===== config.mk =====
export PLATFORM = sky130hd
export DESIGN_NAME = pipe_hazard_ctrl_flat
export DESIGN_NICKNAME = d
export VERILOG_FILES = /design/src/rtl/pipe_hazard_ctrl_if.sv /design/src/rtl/pipe_hazard_ctrl.sv /design/src/flat_wrapper.sv
export SDC_FILE = /design/constraint.sdc
export NUM_CORES = 1
export LEC_CHECK = 0
export ABC_CLOCK_PERIOD_IN_PS = 2800
export CAP_MARGIN = 25
export CORE_MARGIN = 5
export CORE_UTILIZATION = 50
export CTS_BUF_LIST = sky130_fd_sc_hd__clkbuf_4 sky130_fd_sc_hd__clkbuf_8
export DETAILED_ROUTE_END_ITERATION = 8
export GPL_TIMING_DRIVEN = 0
export PLACE_DENSITY = 0.94
export SLEW_MARGIN = 20
export SYNTH_ARGS = -nofsm -noshare
export SYNTH_HDL_FRONTEND = slang
export SYNTH_SLANG_ARGS = --single-unit

===== constraint.sdc =====
create_clock -name clk -period 2.8 [get_ports clk]
set_input_delay 0.56 -clock clk [delete_from_list [all_inputs] [get_ports clk]]
set_output_delay 0.56 -clock clk [all_outputs]
set_load 0.01 [all_outputs]

===== src/rtl/pipe_hazard_ctrl_if.sv =====
// D-stage decode fields into the hazard controller, stall/bubble controls and perf counters out.
// The pipeline side drives through master; the controller consumes through slave.
interface pipe_hazard_ctrl_if #(
    parameter int CNT_W = 16
);
    logic             d_valid;
    logic [3:0]       d_icode;
    logic [3:0]       d_srcA;
    logic [3:0]       d_srcB;
    logic [3:0]       d_dstM;
    logic             e_cnd;
    logic             f_stall;
    logic             d_stall;
    logic             d_bubble;
    logic             e_bubble;
    logic             ret_pending;
    logic [CNT_W-1:0] stall_cnt;
    logic [CNT_W-1:0] bubble_cnt;

    modport master (
        output d_valid, d_icode, d_srcA, d_srcB, d_dstM, e_cnd,
        input  f_stall, d_stall, d_bubble, e_bubble, ret_pending, stall_cnt, bubble_cnt
    );

    modport slave (
        input  d_valid, d_icode, d_srcA, d_srcB, d_dstM, e_cnd,
        output f_stall, d_stall, d_bubble, e_bubble, ret_pending, stall_cnt, bubble_cnt
    );
endinterface


===== src/rtl/pipe_hazard_ctrl.sv =====
// Y86-64 PIPE hazard controller: shadows the E/M/W instructions and drives F/D/E stall and
// bubble controls for load/use, ret draining and not-taken conditional jumps.
module pipe_hazard_ctrl #(
    parameter int CNT_W = 16
) (
    input  logic              clk,
    input  logic              rst_n,
    pipe_hazard_ctrl_if.slave hz
);
    localparam logic [3:0] I_NOP    = 4'h1;
    localparam logic [3:0] I_MRMOVQ = 4'h5;
    localparam logic [3:0] I_JXX    = 4'h7;
    localparam logic [3:0] I_RET    = 4'h9;
    localparam logic [3:0] I_POPQ   = 4'hB;
    localparam logic [3:0] R_NONE   = 4'hF;

    typedef struct packed {
        logic       v;
        logic [3:0] icode;
        logic [3:0] dstm;
    } slot_t;

    localparam slot_t SLOT_NOP = '{v: 1'b0, icode: I_NOP, dstm: R_NONE};

    slot_t            se_q, sm_q, sw_q, se_d;
    logic             lu, ret, mp;
    logic             f_stall, d_stall, d_bubble, e_bubble;
    logic [CNT_W-1:0] stall_cnt_q, stall_cnt_d;
    logic [CNT_W-1:0] bubble_cnt_q, bubble_cnt_d;

    // Hazard terms; rst_n gating keeps every control low while reset is held.
    always_comb begin
        lu = 1'b0;
        ret = 1'b0;
        mp = 1'b0;
        if (rst_n) begin
            lu = se_q.v && hz.d_valid
                 && (se_q.icode == I_MRMOVQ || se_q.icode == I_POPQ)
                 && (se_q.dstm != R_NONE)
                 && (se_q.dstm == hz.d_srcA || se_q.dstm == hz.d_srcB);
            ret = (hz.d_valid && hz.d_icode == I_RET)
                  || (se_q.v && se_q.icode == I_RET)
                  || (sm_q.v && sm_q.icode == I_RET);
            mp = se_q.v && (se_q.icode == I_JXX) && !hz.e_cnd;
        end
    end

    // A load ahead of a ret wins: D holds rather than taking the ret bubble.
    always_comb begin
        f_stall  = lu | ret;
        d_stall  = lu;
        d_bubble = mp | (ret & ~lu);
        e_bubble = mp | lu;
    end

    always_comb begin
        se_d = SLOT_NOP;
        if (!e_bubble) begin
            se_d = '{v: hz.d_valid, icode: hz.d_icode, dstm: hz.d_dstM};
        end
    end

    always_comb begin
        stall_cnt_d  = stall_cnt_q;
        bubble_cnt_d = bubble_cnt_q;
        if (f_stall && stall_cnt_q != '1) begin
            stall_cnt_d = stall_cnt_q + CNT_W'(1);
        end
        if ((d_bubble || e_bubble) && bubble_cnt_q != '1) begin
            bubble_cnt_d = bubble_cnt_q + CNT_W'(1);
        end
    end

    always_ff @(posedge clk or negedge rst_n) begin
        if (!rst_n) begin
            se_q         <= SLOT_NOP;
            sm_q         <= SLOT_NOP;
            sw_q         <= SLOT_NOP;
            stall_cnt_q  <= '0;
            bubble_cnt_q <= '0;
        end else begin
            sw_q         <= sm_q;
            sm_q         <= se_q;
            se_q         <= se_d;
            stall_cnt_q  <= stall_cnt_d;
            bubble_cnt_q <= bubble_cnt_d;
        end
    end

    assign hz.f_stall     = f_stall;
    assign hz.d_stall     = d_stall;
    assign hz.d_bubble    = d_bubble;
    assign hz.e_bubble    = e_bubble;
    assign hz.ret_pending = ret;
    assign hz.stall_cnt   = stall_cnt_q;
    assign hz.bubble_cnt  = bubble_cnt_q;

`ifndef SYNTHESIS
    // SW is diagnostic only: it must be last cycle's SM, and a ret reaching it must have drained.
    slot_t sm_last_q;
    logic  ret_last_q;

    always_ff @(posedge clk or negedge rst_n) begin
        if (!rst_n) begin
            sm_last_q  <= SLOT_NOP;
            ret_last_q <= 1'b0;
        end else begin
            sm_last_q  <= sm_q;
            ret_last_q <= ret;
        end
    end

    always @(posedge clk) begin
        if (rst_n) begin
            assert (!(lu && mp));
            assert (sw_q == sm_last_q);
            assert (!(sw_q.v && sw_q.icode == I_RET) || ret_last_q);
        end
    end
`endif
endmodule


===== src/flat_wrapper.sv =====
// flat-port wrapper written by rule: the top's interface ports become plain ports
module pipe_hazard_ctrl_flat 
#(
    parameter int CNT_W = 16
)
  (clk, rst_n, hz_d_valid, hz_d_icode, hz_d_srcA, hz_d_srcB, hz_d_dstM, hz_e_cnd, hz_f_stall, hz_d_stall, hz_d_bubble, hz_e_bubble, hz_ret_pending, hz_stall_cnt, hz_bubble_cnt);
  pipe_hazard_ctrl_if #(.CNT_W(CNT_W)) hz_i ();
  input  logic clk;
  input  logic rst_n;
  input wire logic [$bits(hz_i.d_valid)-1:0] hz_d_valid;
  input wire logic [$bits(hz_i.d_icode)-1:0] hz_d_icode;
  input wire logic [$bits(hz_i.d_srcA)-1:0] hz_d_srcA;
  input wire logic [$bits(hz_i.d_srcB)-1:0] hz_d_srcB;
  input wire logic [$bits(hz_i.d_dstM)-1:0] hz_d_dstM;
  input wire logic [$bits(hz_i.e_cnd)-1:0] hz_e_cnd;
  output wire logic [$bits(hz_i.f_stall)-1:0] hz_f_stall;
  output wire logic [$bits(hz_i.d_stall)-1:0] hz_d_stall;
  output wire logic [$bits(hz_i.d_bubble)-1:0] hz_d_bubble;
  output wire logic [$bits(hz_i.e_bubble)-1:0] hz_e_bubble;
  output wire logic [$bits(hz_i.ret_pending)-1:0] hz_ret_pending;
  output wire logic [$bits(hz_i.stall_cnt)-1:0] hz_stall_cnt;
  output wire logic [$bits(hz_i.bubble_cnt)-1:0] hz_bubble_cnt;
  assign hz_i.d_valid = hz_d_valid;
  assign hz_i.d_icode = hz_d_icode;
  assign hz_i.d_srcA = hz_d_srcA;
  assign hz_i.d_srcB = hz_d_srcB;
  assign hz_i.d_dstM = hz_d_dstM;
  assign hz_i.e_cnd = hz_e_cnd;
  assign hz_f_stall = hz_i.f_stall;
  assign hz_d_stall = hz_i.d_stall;
  assign hz_d_bubble = hz_i.d_bubble;
  assign hz_e_bubble = hz_i.e_bubble;
  assign hz_ret_pending = hz_i.ret_pending;
  assign hz_stall_cnt = hz_i.stall_cnt;
  assign hz_bubble_cnt = hz_i.bubble_cnt;
  pipe_hazard_ctrl #(.CNT_W(CNT_W)) u_core (.clk(clk), .rst_n(rst_n), .hz(hz_i));
endmodule

==> impl_metrics.csv <==
group,metric,value,unit
placement,dp_hpwl,3.48,mm
sta,finalCriticalPeriod,2760,ps
yosys,synth_compound_area_share,3.27,%
grt,antenna_found_initial,0,
cts,cts.sinks,46,
yosys,synth-seq-area-share,54.1,%
cts,clkSlewWorstSetupHoldPaths,90,ps
die,ioPinCount,57,
routing,drc,0,
sta,relSlewSlack,66.7,%
min_path,hp-class,"input port to asynchronous set/reset pin",
finish,final_util,74.3,%
setup_path,start_kind,"input port",
routing,vias,1644,
routing,wl,5.07,mm
yosys,synth_flop_cell,"dfrtp_1",
finish,fin_area,3040,um2
cts,ctsHoldBuffers,0,
pwr,pwr_density_cell,583,nW/um2
yosys,ys_seq_elements,46,
yosys,synth_top_family_by_area,"simple AND/OR/NAND/NOR gates",
die,num_rows,23,
setup_path,critPathRequiredTime,2240,ps
pwr,peakVddDrop,0.434,mV
die,die_h,75.5,um
finish,areaGrowthSynthToFinish,41.6,%
grt,grt_pass1_vias,1777,
routing,dr.first_iter.drc_count,151,
die,dieWidth,75.5,um
yosys,synthAdderAreaFrac,1.17,%
placement,placed_area,2780,um2
yosys,ys_types,34,
yosys,synth_area,2140,um2
routing,viasPerCell,5.39,
yosys,synth_top_area_cell,"dfrtp_1",
routing,wl_per_cell,16.6,um
grt,grt_pass1_wl,8.56,mm
status,status,"completed",
yosys,yosys_warnings,0,
placement,port_buffers,56,
yosys,synth-simple-area-share,22.7,%
yosys,syn_inst,181,
cts,h-tree-depth,2,
die,die-area,5700,um2
setup_path,path_class,"input port to output port",
grt,grt_max_degree,19,
finish,antenna_cells,0,
setup_path,critPathArrivalTime,2200,ps
yosys,synth-edff-count,0,
die,initial_core_util,52.4,%
sta,rsz0062_at_grt,"no",
setup_path,endpoint_kind,"output port",
routing,antenna_left,0,
sta,finalHoldViolations,0,
yosys,synth_area_per_cell,11.8,um2
sta,tightestPinTransition,494,ps
finish,drive_above_1_share,21.6,%
sta,report.final.slew_viol_count,0,
setup_path,reg2reg_depth,9,
sta,clock.fmax,362,MHz
yosys,ys_async_sr_fraction,100,%
cts,clock-root-buffer,"clkbuf_8",
cts,cts_tree,"done",
sta,whs,109,ps
sta,setup_violations,0,
placement,place.gp.congestion,0.804,
cts,numCtsBuffers,5,
pwr,power,1.77,mW
sta,fin_crit_sh,98.7,%
cts,clock_latency,310,ps
routing,firstDrtPassIters,4,
die,core-area,4090,um2
yosys,synthMuxAreaShare,1.05,%
yosys,synth_nets,203,
pwr,p_leak,1.33,nW
grt,track_usage,20.4,%
yosys,synthTopCellsByArea,"dfrtp_1 47%, xnor2_1 11%, dfstp_2 7.4%, nand4_1 5.3%, xor2_1 4.9%",
setup_path,worstPathMaxFanout,3,
yosys,synth_top_area_share,46.7,%
grt,globalRoute.totalOverflow,0,
finish,nets,276,
finish,nFillCells,265,
sta,skew,9.57,ps
cts,cts_max_path_buffers,2,
yosys,synthXorXnorAreaFrac,15.5,%
flow_run,drv_cap,0,
[worst paths after layout]
check / from / to / slack, ps
max: hz_d_icode[2] / hz_ret_pending / 40
min: rst_n / u_core.hz.bubble_cnt[1] / 110
max reg2reg: u_core.se_q[1] / u_core.hz.bubble_cnt[11] / 380
min reg2reg: u_core.se_q[4] / u_core.sm_q[4] / 370
max in group asynchronous: rst_n / u_core.hz.stall_cnt[12] / 2170
min in group clk: u_core.se_q[4] / u_core.sm_q[4] / 370
[per-stage QoR]
step,worst slack [ps],cells,TNS [ps]
after floorplan,615,181,0
after global placement,-2060,287,-69880
after detailed placement,-481,288,-2080
after CTS,10.3,304,0
after global routing,3.48,305,0
final,37.6,305,0
[cells by family (layout without fill, tap and decap cells)]
kind of cell / after synthesis / in the layout
AOI/OAI and AO/OA: 6 / 6
xor gates and xnor gates: 38 / 38
adders and majority gates: 2 / 2
buffers and inverters: 9 / 83
DFF: 46 / 46
muxes: 2 / 2
and+or+nand+nor: 78 / 78
[state kept, by name, indices dropped and copies added (netlist names)]
signal and cells:
u_core.hz.stall_cnt 16, u_core.sm_q 5, u_core.se_q 9, u_core.hz.bubble_cnt 16
[Yosys cell counts, types with 2 or more instances]
| library cell | n |
|---|---|
| dfrtp_1 | 40 |
| xnor2_1 | 26 |
| nand4_1 | 18 |
| nand2_1 | 16 |
| xor2_1 | 12 |
| and3_1 | 9 |
| and3_2 | 8 |
| dfstp_2 | 6 |
| nor2_1 | 6 |
| inv_1 | 5 |
| or2_2 | 5 |
| buf_4 | 2 |
| ha_1 | 2 |
| mux2_2 | 2 |
| nand3_1 | 2 |
| nor3b_1 | 2 |
| nor4_2 | 2 |
| o21ai_0 | 2 |
[cell type report]
type / instances / area, um2 / share of cell area [%]
Timing Repair Buffer: 66 / 662 / 21.8
Tap cell: 50 / 62.6 / 2.06
Clock inverter: 2 / 60.1 / 1.98
Inverter: 5 / 18.8 / 0.618
Clock buffer: 6 / 82.6 / 2.72
Multi-Input combinational cell: 126 / 961 / 31.7
Sequential cell: 46 / 1160 / 38.2
Buffer: 4 / 30.0 / 0.989
[timing repair]
action / in CTS / in global routing
gates cloned: 1 / 0
resized for setup: 10 / 4
buffers inserted: 7 / 1
pin swaps: 4 / 4
setup endpoints to repair: 5 / 3
[cells in the final DEF, fill, tap and decap left out, types with 3 or more instances in the layout]
master / netlist / routed
clkdlybuf4s50_1: 0 / 50
dfrtp_1: 40 / 40
xnor2_1: 26 / 26
nand4_1: 18 / 18
nand2_1: 16 / 15
xor2_1: 12 / 12
buf_4: 2 / 11
and3_1: 9 / 9
and3_2: 8 / 8
nor2_1: 6 / 6
clkbuf_8: 0 / 6
dfstp_2: 6 / 6
or2_2: 5 / 5
inv_1: 5 / 4
dlygate4sd2_1: 0 / 3
[layer usage]
layer  track usage, %  share of wire, %
met4             9.32               1.9
met2             32.7                51
met5                0                 0
met1             26.1                43
met3             5.01               4.5
[worst max-delay path, cell delays in order]
cell	delay, ps
clkdlybuf4s50_1	480
and4b_1	200
and3_2	230
nor3_4	230
buf_4	150
inv_1	50
dlygate4sd2_1	300
[report_power, final]
part | switching, mW | internal [mW] | total, mW
Combinational | 0.138 | 0.205 | 0.343
Sequential | 0.0818 | 0.734 | 0.816
Clock | 0.230 | 0.381 | 0.610
Total | 0.449 | 1.32 | 1.77
No activity file was read; power rests on OpenSTA's default activity.
